### src/rtl/pwm_ramp_ctrl.sv
// pwm_ramp_ctrl: ramps one PWM channel's DUTY register between START and END, sharing the PWM port with the CPU.
module pwm_ramp_ctrl #(
  parameter logic [31:0] RAMP_BASE_ADDR = 32'h40003100,
  parameter logic [31:0] PWM_BASE_ADDR  = 32'h40003000,
  parameter int          PWM_NUM        = 2
) (
  input  logic        clk,
  input  logic        rst_n,
  input  logic [31:0] cpu_mem_addr,
  input  logic [31:0] cpu_mem_wdata,
  input  logic        cpu_mem_we,
  input  logic        cpu_mem_re,
  output logic [31:0] cpu_mem_rdata,
  output logic [31:0] pwm_mem_addr,
  output logic [31:0] pwm_mem_wdata,
  output logic        pwm_mem_we,
  output logic        pwm_mem_re,
  input  logic [31:0] pwm_mem_rdata,
  output logic        done_irq
);
  typedef enum logic [1:0] {IDLE, WRITE, WAIT, DONE} state_t;
  localparam logic [4:0] CH_LIM = 5'(PWM_NUM);
  state_t      r_state;
  logic        r_en, r_bounce, r_dir, r_to_end, r_done, r_done_irq;
  logic [3:0]  r_ch;
  logic [15:0] r_start, r_end, r_step, r_interval, r_cur, r_tgt, r_cnt;
  logic        w_own, w_pwm, w_cpu_hit, w_wr, w_en_ok, w_grant, w_dn_ok;
  logic [7:0]  w_off;
  logic [15:0] w_step, w_wait, w_next;
  logic [16:0] w_up;
  logic [31:0] w_reg;
  logic        w_unused;
  assign w_unused  = &{1'b0, cpu_mem_wdata[31:16]};
  assign w_own     = cpu_mem_addr[31:8] == RAMP_BASE_ADDR[31:8];
  assign w_pwm     = cpu_mem_addr[31:8] == PWM_BASE_ADDR[31:8];
  assign w_cpu_hit = w_pwm && (cpu_mem_we || cpu_mem_re);
  assign w_off     = cpu_mem_addr[7:0];
  assign w_wr      = w_own && cpu_mem_we;
  assign w_en_ok   = cpu_mem_wdata[0] && ({1'b0, cpu_mem_wdata[7:4]} < CH_LIM);
  assign w_grant   = r_state == WRITE && !w_cpu_hit;
  assign w_step    = r_step == 16'd0 ? 16'd1 : r_step;
  assign w_wait    = r_interval == 16'd0 ? 16'd1 : r_interval;
  // step arithmetic is widened / guarded so it clamps to tgt instead of wrapping
  assign w_up      = {1'b0, r_cur} + {1'b0, w_step};
  assign w_dn_ok   = r_cur >= w_step && (r_cur - w_step) >= r_tgt;
  assign w_next    = r_dir ? (w_up > {1'b0, r_tgt} ? r_tgt : w_up[15:0])
                           : (w_dn_ok ? r_cur - w_step : r_tgt);
  assign pwm_mem_addr  = w_grant ? PWM_BASE_ADDR + {24'b0, r_ch, 4'h8} : cpu_mem_addr;
  assign pwm_mem_wdata = w_grant ? {16'b0, r_cur} : cpu_mem_wdata;
  assign pwm_mem_we    = w_grant || (cpu_mem_we && w_cpu_hit);
  assign pwm_mem_re    = cpu_mem_re && w_cpu_hit;
  assign done_irq      = r_done_irq;
  assign w_reg = w_off == 8'h00 ? {24'b0, r_ch, 2'b0, r_bounce, r_en} :
                 w_off == 8'h04 ? {16'b0, r_start} :
                 w_off == 8'h08 ? {16'b0, r_end} :
                 w_off == 8'h0C ? {16'b0, r_step} :
                 w_off == 8'h10 ? {16'b0, r_interval} :
                 w_off == 8'h14 ? {r_cur, 14'b0, r_done, r_state != IDLE} : 32'd0;
  assign cpu_mem_rdata = !cpu_mem_re ? 32'd0 : w_own ? w_reg : w_pwm ? pwm_mem_rdata : 32'd0;
  always_ff @(posedge clk or negedge rst_n) begin
    if (!rst_n) begin
      r_state    <= IDLE;
      r_en       <= 1'b0;
      r_bounce   <= 1'b0;
      r_ch       <= 4'd0;
      r_start    <= 16'd0;
      r_end      <= 16'd0;
      r_step     <= 16'd1;
      r_interval <= 16'd0;
      r_cur      <= 16'd0;
      r_tgt      <= 16'd0;
      r_cnt      <= 16'd0;
      r_dir      <= 1'b1;
      r_to_end   <= 1'b1;
      r_done     <= 1'b0;
      r_done_irq <= 1'b0;
    end else begin
      r_done_irq <= 1'b0;
      if (w_wr && w_off == 8'h04) r_start <= cpu_mem_wdata[15:0];
      if (w_wr && w_off == 8'h08) r_end <= cpu_mem_wdata[15:0];
      if (w_wr && w_off == 8'h0C) r_step <= cpu_mem_wdata[15:0];
      if (w_wr && w_off == 8'h10) r_interval <= cpu_mem_wdata[15:0];
      if (w_wr && w_off == 8'h00) begin
        r_bounce <= cpu_mem_wdata[1];
        r_ch     <= cpu_mem_wdata[7:4];
        r_en     <= w_en_ok;
        r_state  <= w_en_ok ? WRITE : IDLE;
        if (w_en_ok) begin
          r_cur    <= r_start;
          r_tgt    <= r_end;
          r_dir    <= r_end >= r_start;
          r_to_end <= 1'b1;
          r_done   <= 1'b0;
        end
      end else begin
        case (r_state)
          WRITE: if (w_grant) begin
            if (r_cur != r_tgt || r_bounce) begin
              r_cnt   <= w_wait;
              r_state <= WAIT;
            end else begin
              r_done_irq <= 1'b1;
              r_state    <= DONE;
            end
            if (r_cur == r_tgt && r_bounce) begin
              r_tgt    <= r_to_end ? r_start : r_end;
              r_to_end <= !r_to_end;
              r_dir    <= !r_dir;
            end
          end
          WAIT: begin
            r_cnt <= r_cnt - 16'd1;
            if (r_cnt <= 16'd1) begin
              r_cur   <= w_next;
              r_state <= WRITE;
            end
          end
          DONE: begin
            r_done  <= 1'b1;
            r_en    <= 1'b0;
            r_state <= IDLE;
          end
          default: r_state <= IDLE;
        endcase
      end
    end
  end
endmodule
### config.mk
export PLATFORM = sky130hd
export DESIGN_NAME = pwm_ramp_ctrl
export DESIGN_NICKNAME = d
export VERILOG_FILES = /design/src/rtl/pwm_ramp_ctrl.sv
export SDC_FILE = /design/constraint.sdc
export NUM_CORES = 1
export LEC_CHECK = 0
export BUFFER_PORTS_ARGS = -buffer_cell sky130_fd_sc_hd__buf_2
export CORE_MARGIN = 3
export CORE_UTILIZATION = 40
export CTS_CLUSTER_DIAMETER = 120
export DETAILED_ROUTE_END_ITERATION = 8
export PLACE_DENSITY = 0.58
export SLEW_MARGIN = 20
export SYNTH_ARGS = -nofsm -noshare
export SYNTH_HDL_FRONTEND = slang
export SYNTH_SLANG_ARGS = --single-unit
### constraint.sdc
create_clock -name clk -period 12.55 [get_ports clk]
set_input_delay 3.765 -clock clk [delete_from_list [all_inputs] [get_ports clk]]
set_output_delay 3.765 -clock clk [all_outputs]
set_load 0.01 [all_outputs]
After elaboration in Yosys (flattened, before gate mapping)
Cells that the tools add are included.

$add $sub $neg: 4. Order comparisons: 6. Equal/unequal tests: 17. Muxes and demuxes: 54. Bitwise operators: 1. Reductions and logical operators: 35.

Operator list (count): 32-bit two-way mux (11); 16-bit two-way mux (17); 24-bit by 23-bit equality test with 1-bit output, second input constant (2); 16-bit >= comparator (3); 31-bit by 8-bit adder with 32-bit output, first input constant (1); 16-bit zero test (2); 16-bit case mux with 2 select lines (1); 1-bit two-way mux (21); 16-bit by 16-bit adder with 17-bit output (1); 17-bit by 16-bit greater-than comparator with 1-bit output (1); 16-bit equality test (1); 8-bit by 4-bit equality test with 1-bit output, second input constant (2); 8-bit by 5-bit equality test with 1-bit output, second input constant (2); 16-bit by 1-bit less-or-equal comparator with 1-bit output, second input constant (1); 16-bit != test (1); 2-bit nonzero test (8); 16-bit by 1-bit subtractor with 16-bit output, second input constant (1); 16-bit subtractor (1); 1-bit logical AND (13); 8-bit by 3-bit equality test with 1-bit output, second input constant (1); 8-bit zero test (1); 4-bit AND reduction (2); 2-bit two-way mux (3); 2-bit equality test, second input constant (2); 12 further kinds (18).

Flip-flop bits (word level): 124. Bits of input ports: 100. Output and inout bits: 99. Logic and storage cells: 132.

Longest topological paths before layout
Gate-level depths: netlist (run 1).

Depth after elaboration: 10. Mapped depth: 21.

Worst setup path after synthesis (run 1)
OpenSTA, ideal clock, no wires.

Path kind: input to output. From: input port cpu_mem_addr[0]. To: output port cpu_mem_rdata[29]. Arrival time: 5.820 ns. Data required time: 8.785 ns. Setup slack: 2.965 ns. Cell stages on the path: 8. Buffers on the path: 3. Cell sequence: or4_1 > buf_2 > nor4b_2 > and3_1 > clkbuf_1 > buf_2 > a21oi_1 > nor2_1.

Word-level cells in the longest chain between the ends: 9.

RTL lines: from (decl) (RTL line 9) `input logic [31:0] cpu_mem_addr,`; 8-bit by 5-bit equality test with 1-bit output (RTL line 58) `w_off == 8'h14 ? {r_cur, 14'b0, r_done, r_state != IDLE} : 32'd0;`; 32-bit two-way mux (RTL line 58); 32-bit two-way mux (RTL line 57) `w_off == 8'h10 ? {16'b0, r_interval} :`; 32-bit two-way mux (RTL line 56) `w_off == 8'h0C ? {16'b0, r_step} :`; 32-bit two-way mux (RTL line 55) `w_off == 8'h08 ? {16'b0, r_end} :`; 32-bit two-way mux (RTL line 54) `w_off == 8'h04 ? {16'b0, r_start} :`; 32-bit two-way mux * (RTL line 53) `assign w_reg = w_off == 8'h00 ? {24'b0, r_ch, 2'b0, r_bounce, r_en} :`; 32-bit two-way mux * (2 in a row) (RTL line 59) `assign cpu_mem_rdata = !cpu_mem_re ? 32'd0 : w_own ? w_reg : w_pwm ? pwm_mem_rdata : 32'd0;`; to (decl) (RTL line 13) `output logic [31:0] cpu_mem_rdata,`.

Every way passes the cells marked *; elsewhere a longest branch is shown, timed or not.

Final worst setup path (run 1)
From: input port cpu_mem_addr[0]. To: output port cpu_mem_rdata[7].

Word-level cells in the longest chain between the ends: 8.

RTL lines (RTL line): 8-bit by 5-bit equality test with 1-bit output (57); 32-bit two-way mux (57); 32-bit two-way mux (56); 32-bit two-way mux (55); 32-bit two-way mux (54); 32-bit two-way mux * (53); 32-bit two-way mux * (2 in a row) (59).

Marked as above.

==> results by group, run 1 <==
Power
  • Clock network fraction of design power: around half
  • Share of total power in sequential cells: 42.9%
  • Cell Pwr Density: 75.7 mW/mm2
  • Leakage: 5.88 nW
  • Max IR drop VDD: 91.7 uV
  • Int Power: 0.717 mW
  • Share of power burned in combinational logic: 7.7%
  • Switching power total: 0.216 mW
  • Switching Share: 23.1%

Synthesis
  • Area share of the largest cell type after synthesis: 28.5%
  • Ys async rst share: 100%
  • Number of enable-type register cells in the synthesized netlist: 0
  • Predominant post-synthesis flop cell: dfrtp_1
  • Number of nets in the synthesized netlist: 1414
  • Sequential-to-total area share from yosys stat: 29.3%
  • Yosys reg bits: 124
  • Syn. warnings: 0
  • Area leader, netlist: dfrtp_1
  • Mean post-synth cell area: 8.68 um2
  • Distinct cells, synth: 73
  • Post-synthesis cell area: between 0.01 and 0.015 mm2
  • Cell types with the largest area share after synthesis: dfrtp_1 29%, ha_1 10%, mux2_2 9.7%, a21oi_1 4.2%, nor2_1 3.9%
  • Gate count after technology mapping: 1223

Detailed routing
  • DR vias: a little under 10000
  • Detail-routed net length per standard cell: 20.7 um
  • Violation count after the first detailed-routing iteration: 688
  • Iteration count of the initial detailed-routing pass: 5
  • Number of remaining DRC errors: 0
  • ANT nets after route: 0
  • Detailed Route WL: 35400 um
  • Post-detailed-route via-to-cell ratio: just under 6

Timing
  • Worst slew margin: around 37%
  • Max-slew violation total from the final report: 0
  • Final period utilization: 82.0%
  • Clk_skew: roughly 8.5 ps
  • TNS Setup: 0 ps
  • Post-route minimum period: 10300 ps
  • Hold Violations, Final: 0
  • Worst Slack Setup Final: 2250 ps
  • Least-Margin Pin Slew: 946 ps
  • Setup repair after global routing missed its margin: false
  • Finish-stage setup viols: 0
  • Highest clock rate: 0.0971 GHz

Global routing
  • Antenna violations before repair: 0
  • GR Util All Layers: between 20 and 25%
  • Maximum number of pins on one net before global-route repair: 74
  • Vias in the first global route: 9761
  • Total congestion overflow after global routing: 0
  • First-pass GRT wire length: about 56000 um

Status
  • Run status: finished clean

Die
  • Number of rows in the core area: 58
  • Die W: 169 um
  • Die Span Y: 169 um
  • Initial Utilization: 41.4%
  • Num ports: 199
  • Die area: 0.0285 mm2
  • Core Footprint: 0.0256 mm2

Hold path
  • Type of the tightest min-delay check: flip-flop to flip-flop

Setup path
  • Worst setup EP type: output pin
  • Maximum fanout encountered on the critical timing path: 27
  • Worst setup SP type: input pin
  • Worst path arrival time: 6530 ps
  • Req. time, crit path: 8780 ps
  • Category of the critical setup timing path: input pin to output pin

Finish
  • Antenna diodes: 0
  • Share of post-route cells with drive strength above 1: 25.4%
  • Final Util: between 40% and 50%
  • Final nets: 1562
  • Area growth syn-to-layout: 16.0%
  • Number of fill cells in the layout: 2500
  • Commonest non-fill, non-tap cells in the layout: 197 x buf_2, 121 x dfrtp_1, 111 x nor2_1
  • Most frequent standard cell in the layout excluding fill and tap cells: buf_2

Place
  • Worst setup slack after placement: 1920 ps
  • Final weighted congestion in routability-driven placement: approximately 0.90
  • DP Wirelength: 27100 um
  • I/O Buffers: 198

Clocking
  • Number of H-tree branching levels: 4
  • Number of buffers added to fix hold violations after cts: 0
  • Clock transition at the registers of the reported paths: 60 ps
  • Resized Gates After CTS: 0
  • Clock tree sinks: 124
  • Longest Clk Path Bufs: 2
  • Setup Buffers After CTS: 0
  • CTS buffer count: 17
  • Clock tree root driver cell: clkbuf_16
  • Clock tree from TritonCTS: built
  • Insertion delay of the later-clocked pin in the worst-skew pair: 420 ps

Run
  • Count of maximum capacitance violations: 0
state kept, by name, summed over array words and instances (netlist names):
signal	count
done_irq	1
r_en	1
r_bounce	1
r_to_end	1
r_tgt	16
r_interval	16
r_done	1
r_start	16
r_dir	1
r_state	2
r_cur	16
r_cnt	16
r_step	16
r_end	16
r_ch	4
worst max-delay path: stages:
cell and delay (ps):
buf_2 100, or4_1 650, nor3_2 480, and2_2 660, a22oi_1 190, o21ai_0 200
a221o_1 170, mux2i_1 60, nor2_1 100, buf_2 140
per-stage QoR:
stage	cell area, um2	hold slack, ps	total power [mW]	std cells
floorplan	10600	453	0.436	1223
global placement	11800	483	0.479	1682
detailed placement	11800	506	0.479	1682
CTS	12300	518	0.935	1713
global route	12300	561	0.962	1713
finish	12300	511	0.932	1713
power groups by stage:
stage | clock network [mW] | logic (mW) | registers [mW]
floorplan | 0 | 0.0284 | 0.407
global placement | 0 | 0.0720 | 0.407
detailed placement | 0 | 0.0723 | 0.407
CTS | 0.462 | 0.0728 | 0.400
global route | 0.483 | 0.0799 | 0.400
finish | 0.460 | 0.0722 | 0.400
Yosys cell counts, drive strengths merged (10+ instances only):
cell    count
a21o       12
a21oi      90
a221oi     12
a22oi      17
a32oi      10
and2       45
and3       12
buf        22
clkbuf     56
dfrtp     121
ha         89
inv        67
mux2       91
mux2i      23
nand2      55
nand2b     12
nand3      32
nand4      16
nor2      112
nor2b      25
nor3       35
nor4       18
o211ai     22
o21ai      62
o22ai      19
xnor2      31
layer usage:
| layer | track usage, % | wire (um) |
|---|---|---|
| met2 | 37.5 | 15600 |
| met5 | 0 | 0 |
| met3 | 4.41 | 2440 |
| met1 | 35.8 | 16500 |
| met4 | 7.19 | 890 |
path summary, 6_finish.rpt:
path,startpoint,end,slack (ps),cells past startpoint
max,cpu_mem_addr[0],cpu_mem_rdata[7],2250,10
min,r_cnt[1]$_DFFE_PN0P_,r_cnt[1]$_DFFE_PN0P_,510,2
max reg2reg,r_step[8]$_DFFE_PN0P_,r_cur[6]$_DFFE_PN0P_,5980,20
min reg2reg,r_cnt[1]$_DFFE_PN0P_,r_cnt[1]$_DFFE_PN0P_,510,2
max in group asynchronous,rst_n,r_start[10]$_DFFE_PN0P_,7710,2
min in group asynchronous,rst_n,r_cnt[11]$_DFFE_PN0P_,3380,1
kinds of logic after synthesis:
group,synth area share (%)
AO/OA/AOI/OAI,19.7
XOR/XNOR,3.05
adder cells (fa/ha/maj),10.9
buffers and inverters,5.60
flip-flops,29.3
multiplexers,11.8
AND/OR/NAND/NOR,19.6
layout make-up:
type	count	area [um2]	area share, %
Multi-Input combinational cell	952	6930	56.3
Sequential cell	124	3110	25.2
Timing Repair Buffer	207	1060	8.62
Clock buffer	28	497	4.04
Tap cell	330	413	3.35
Inverter	69	259	2.10
Clock inverter	3	40.0	0.325
Power figures use the tool's default switching activity.
==> inputs of run 2 (changes only) <==
--- a/config.mk
+++ b/config.mk
@@ -5,12 +5,13 @@
 export SDC_FILE = /design/constraint.sdc
 export NUM_CORES = 1
 export LEC_CHECK = 0
+export ABC_AREA = 1
 export BUFFER_PORTS_ARGS = -buffer_cell sky130_fd_sc_hd__buf_2
 export CORE_MARGIN = 3
 export CORE_UTILIZATION = 40
 export CTS_CLUSTER_DIAMETER = 120
 export DETAILED_ROUTE_END_ITERATION = 8
-export PLACE_DENSITY = 0.58
+export PLACE_DENSITY = 0.57
 export SLEW_MARGIN = 20
 export SYNTH_ARGS = -nofsm -noshare
 export SYNTH_HDL_FRONTEND = slang
==> constraint.sdc (replaced) <==
create_clock -name clk -period 9.75 [get_ports clk]
set_input_delay 2.925 -clock clk [delete_from_list [all_inputs] [get_ports clk]]
set_output_delay 2.925 -clock clk [all_outputs]
set_load 0.01 [all_outputs]
==> run 2 against run 1 <==
Compared with the run above: combinational power increased by 34%; count of clock-buffer cells in the layout decreased by 8; worst setup slack got worse by 1300 ps; sequential share of layout area decreased by 1.6 points; cell count increased by 31%; clock power increased by 54%; design area increased by 6.6%; register-to-register slack got worse by 1600 ps; clock skew increased by 1.5 ps; critical path type unchanged; largest power group unchanged.
==> results by group, run 2 <==
Status
  • Run status: finished clean

Detailed routing
  • Iteration count of the initial detailed-routing pass: 6
  • DR vias: between 10000 and 15000
  • ANT nets after route: 0
  • Detailed Route WL: 45200 um
  • Post-detailed-route via-to-cell ratio: approximately 5.5
  • Number of remaining DRC errors: 0
  • Violation count after the first detailed-routing iteration: between 1000 and 1500
  • Detail-routed net length per standard cell: between 20 and 25 um

Synthesis
  • Ys async rst share: 100%
  • Yosys reg bits: 124
  • Number of nets in the synthesized netlist: between 1500 and 2000
  • Syn. warnings: 0
  • Sequential-to-total area share from yosys stat: between 20% and 30%
  • Area share of the largest cell type after synthesis: 26.7%
  • Gate count after technology mapping: 1713
  • Number of enable-type register cells in the synthesized netlist: 0
  • Most numerous cell in the Yosys netlist: nand2_1
  • Distinct cells, synth: between 50 and 60
  • Commonest cells post-synth: 423 x nand2_1, 186 x inv_1, 140 x nor2_1, 125 x nand3_1, 121 x dfrtp_1
  • Mean post-synth cell area: 6.62 um2
  • Area leader, netlist: dfrtp_1
  • Predominant post-synthesis flop cell: dfrtp_1
  • Cell types with the largest area share after synthesis: dfrtp_1 27%, nand2_1 14%, ha_1 9.8%, inv_1 6.2%, nand3_1 5.5%
  • Post-synthesis cell area: ~0.011 mm2

Timing
  • Worst slew margin: 30.1%
  • Hold Violations, Final: 0
  • Final period utilization: 90.1%
  • TNS Setup: 0 ps
  • Worst Slack Setup Final: 964 ps
  • Highest clock rate: 0.114 GHz
  • Least-Margin Pin Slew: 1050 ps
  • Setup repair after global routing missed its margin: false
  • Finish-stage setup viols: 0
  • Post-route minimum period: 8790 ps
  • Clk_skew: roughly 10 ps
  • Max-slew violation total from the final report: 0

Global routing
  • Maximum number of pins on one net before global-route repair: 75
  • Vias in the first global route: 11164
  • GR Util All Layers: 28.9%
  • Antenna violations before repair: 0
  • First-pass GRT wire length: 67800 um
  • Total congestion overflow after global routing: 0

Setup path
  • Category of the critical setup timing path: input pin to output pin
  • Critical register-to-register path endpoint: r_cur[12]$_DFFE_PN0P_
  • Timing startpoint of the critical path: cpu_mem_addr[31]
  • Capture point of the critical path: pwm_mem_wdata[7]
  • Worst setup SP type: input pin
  • Reg-to-reg setup timing slack: 4390 ps
  • FF-to-FF Start: r_step[13]$_DFFE_PN0P_
  • Maximum fanout encountered on the critical timing path: 70
  • Req. time, crit path: slightly below 7000 ps
  • Worst path arrival time: 5860 ps
  • Worst setup EP type: output pin
  • Register-to-Register Path Depth: 23

Clocking
  • Resized Gates After CTS: 0
  • Setup Buffers After CTS: 0
  • Clock tree from TritonCTS: built
  • CTS buffer count: 17
  • Clock tree sinks: 124
  • Longest Clk Path Bufs: 2
  • Number of H-tree branching levels: 4
  • Insertion delay of the later-clocked pin in the worst-skew pair: approximately 440 ps
  • Number of buffers added to fix hold violations after cts: 0
  • Clock tree root driver cell: clkbuf_16
  • Clock transition at the registers of the reported paths: 60 ps

Hold path
  • Type of the tightest min-delay check: flip-flop to flip-flop

Finish
  • Area growth syn-to-layout: 15.7%
  • Final Util: 47.1%
  • Area used by multi-input combinational logic: 0.00699 mm2
  • Most frequent standard cell in the layout excluding fill and tap cells: nand2_1
  • Number of fill cells in the layout: 2974
  • Footprint of the flip-flops and latches: 0.00311 mm2
  • Final nets: 2041
  • Antenna diodes: 0
  • Share of post-route cells with drive strength above 1: 16.6%
  • Commonest non-fill, non-tap cells in the layout: 421 x nand2_1, 197 x buf_2, 186 x inv_1

Place
  • Final weighted congestion in routability-driven placement: 0.923
  • I/O Buffers: slightly below 200
  • DP Wirelength: 35600 um
  • Worst setup slack after placement: 1440 ps

Power
  • Overall power of the completed layout: 1.32 mW
  • Leakage: ~6.8 nW
  • Cell Pwr Density: 101 mW/mm2
  • Max IR drop VDD: 105 uV

Die
  • Die W: between 150 and 200 um
  • Die area: roughly 0.03 mm2
  • Die Span Y: 174 um
  • Initial Utilization: 40.7%
  • Core Footprint: 0.0279 mm2
  • Num ports: 199
  • Number of rows in the core area: 61

Run
  • Count of maximum capacitance violations: 0
[run 2: worst min-delay path by stage]
| stage | cells after the start | slack (ps) | to | from |
|---|---|---|---|---|
| detailed placement | 2 | 480 | r_start[12]$_DFFE_PN0P_ | r_start[12]$_DFFE_PN0P_ |
| floorplan | 2 | 460 | r_done$_DFFE_PN0P_ | r_done$_DFFE_PN0P_ |
| global route | 2 | 540 | r_to_end$_DFFE_PN1P_ | r_to_end$_DFFE_PN1P_ |
| finish | 2 | 490 | r_to_end$_DFFE_PN1P_ | r_to_end$_DFFE_PN1P_ |
| global placement | 2 | 470 | r_start[15]$_DFFE_PN0P_ | r_start[15]$_DFFE_PN0P_ |
| CTS | 2 | 490 | r_start[12]$_DFFE_PN0P_ | r_start[12]$_DFFE_PN0P_ |
[run 2: per-stage QoR]
stage	instance area, um2	std cells	hold slack [ps]
floorplan	11300	1713	457
global placement	12500	2209	472
detailed placement	12500	2209	479
CTS	13100	2241	493
global route	13100	2241	541
finish	13100	2241	494
[run 2: logic make-up (layout without fill, tap and decap cells)]
logic type | count (synthesis) | count (layout) | synth area share [%]
AO/OA/AOI/OAI | 381 | 381 | 19.1
XOR/XNOR | 35 | 35 | 2.70
AND/OR/NAND/NOR | 771 | 771 | 29.5
flip-flops | 124 | 124 | 27.4
buffers and inverters | 311 | 461 | 11.1
adder cells (fa/ha/maj) | 91 | 91 | 10.2
[run 2: final cells by class]
| cell class | instances | share of cell area [%] |
|---|---|---|
| sequential | 124 | 23.7 |
| multi-input combinational | 1278 | 53.3 |
| inverter | 224 | 6.46 |
| tap | 378 | 3.61 |
| clock buffer | 20 | 3.56 |
| clock inverter | 12 | 1.41 |
| timing repair buffer | 205 | 7.97 |
[run 2: critical path, stage by stage]
cell	delay, ps
buf_2	100
inv_2	50
nand2_1	100
nor4_1	520
nand4_1	270
nand2_2	390
clkinv_2	760
o21ai_0	490
buf_2	200
[run 2: metal layers]
metal | track usage [%] | routed length (um)
met5 | 0 | 0
met4 | 8.31 | 1130
met3 | 5.90 | 3480
met2 | 44.2 | 20100
met1 | 41.4 | 20400
[run 2: power by group]
part / internal, mW / switching [mW]
Clock: 0.450 / 0.257
Combinational: 0.0326 / 0.0639
Sequential: 0.517 / 0.00172
Total: 1.00 / 0.322
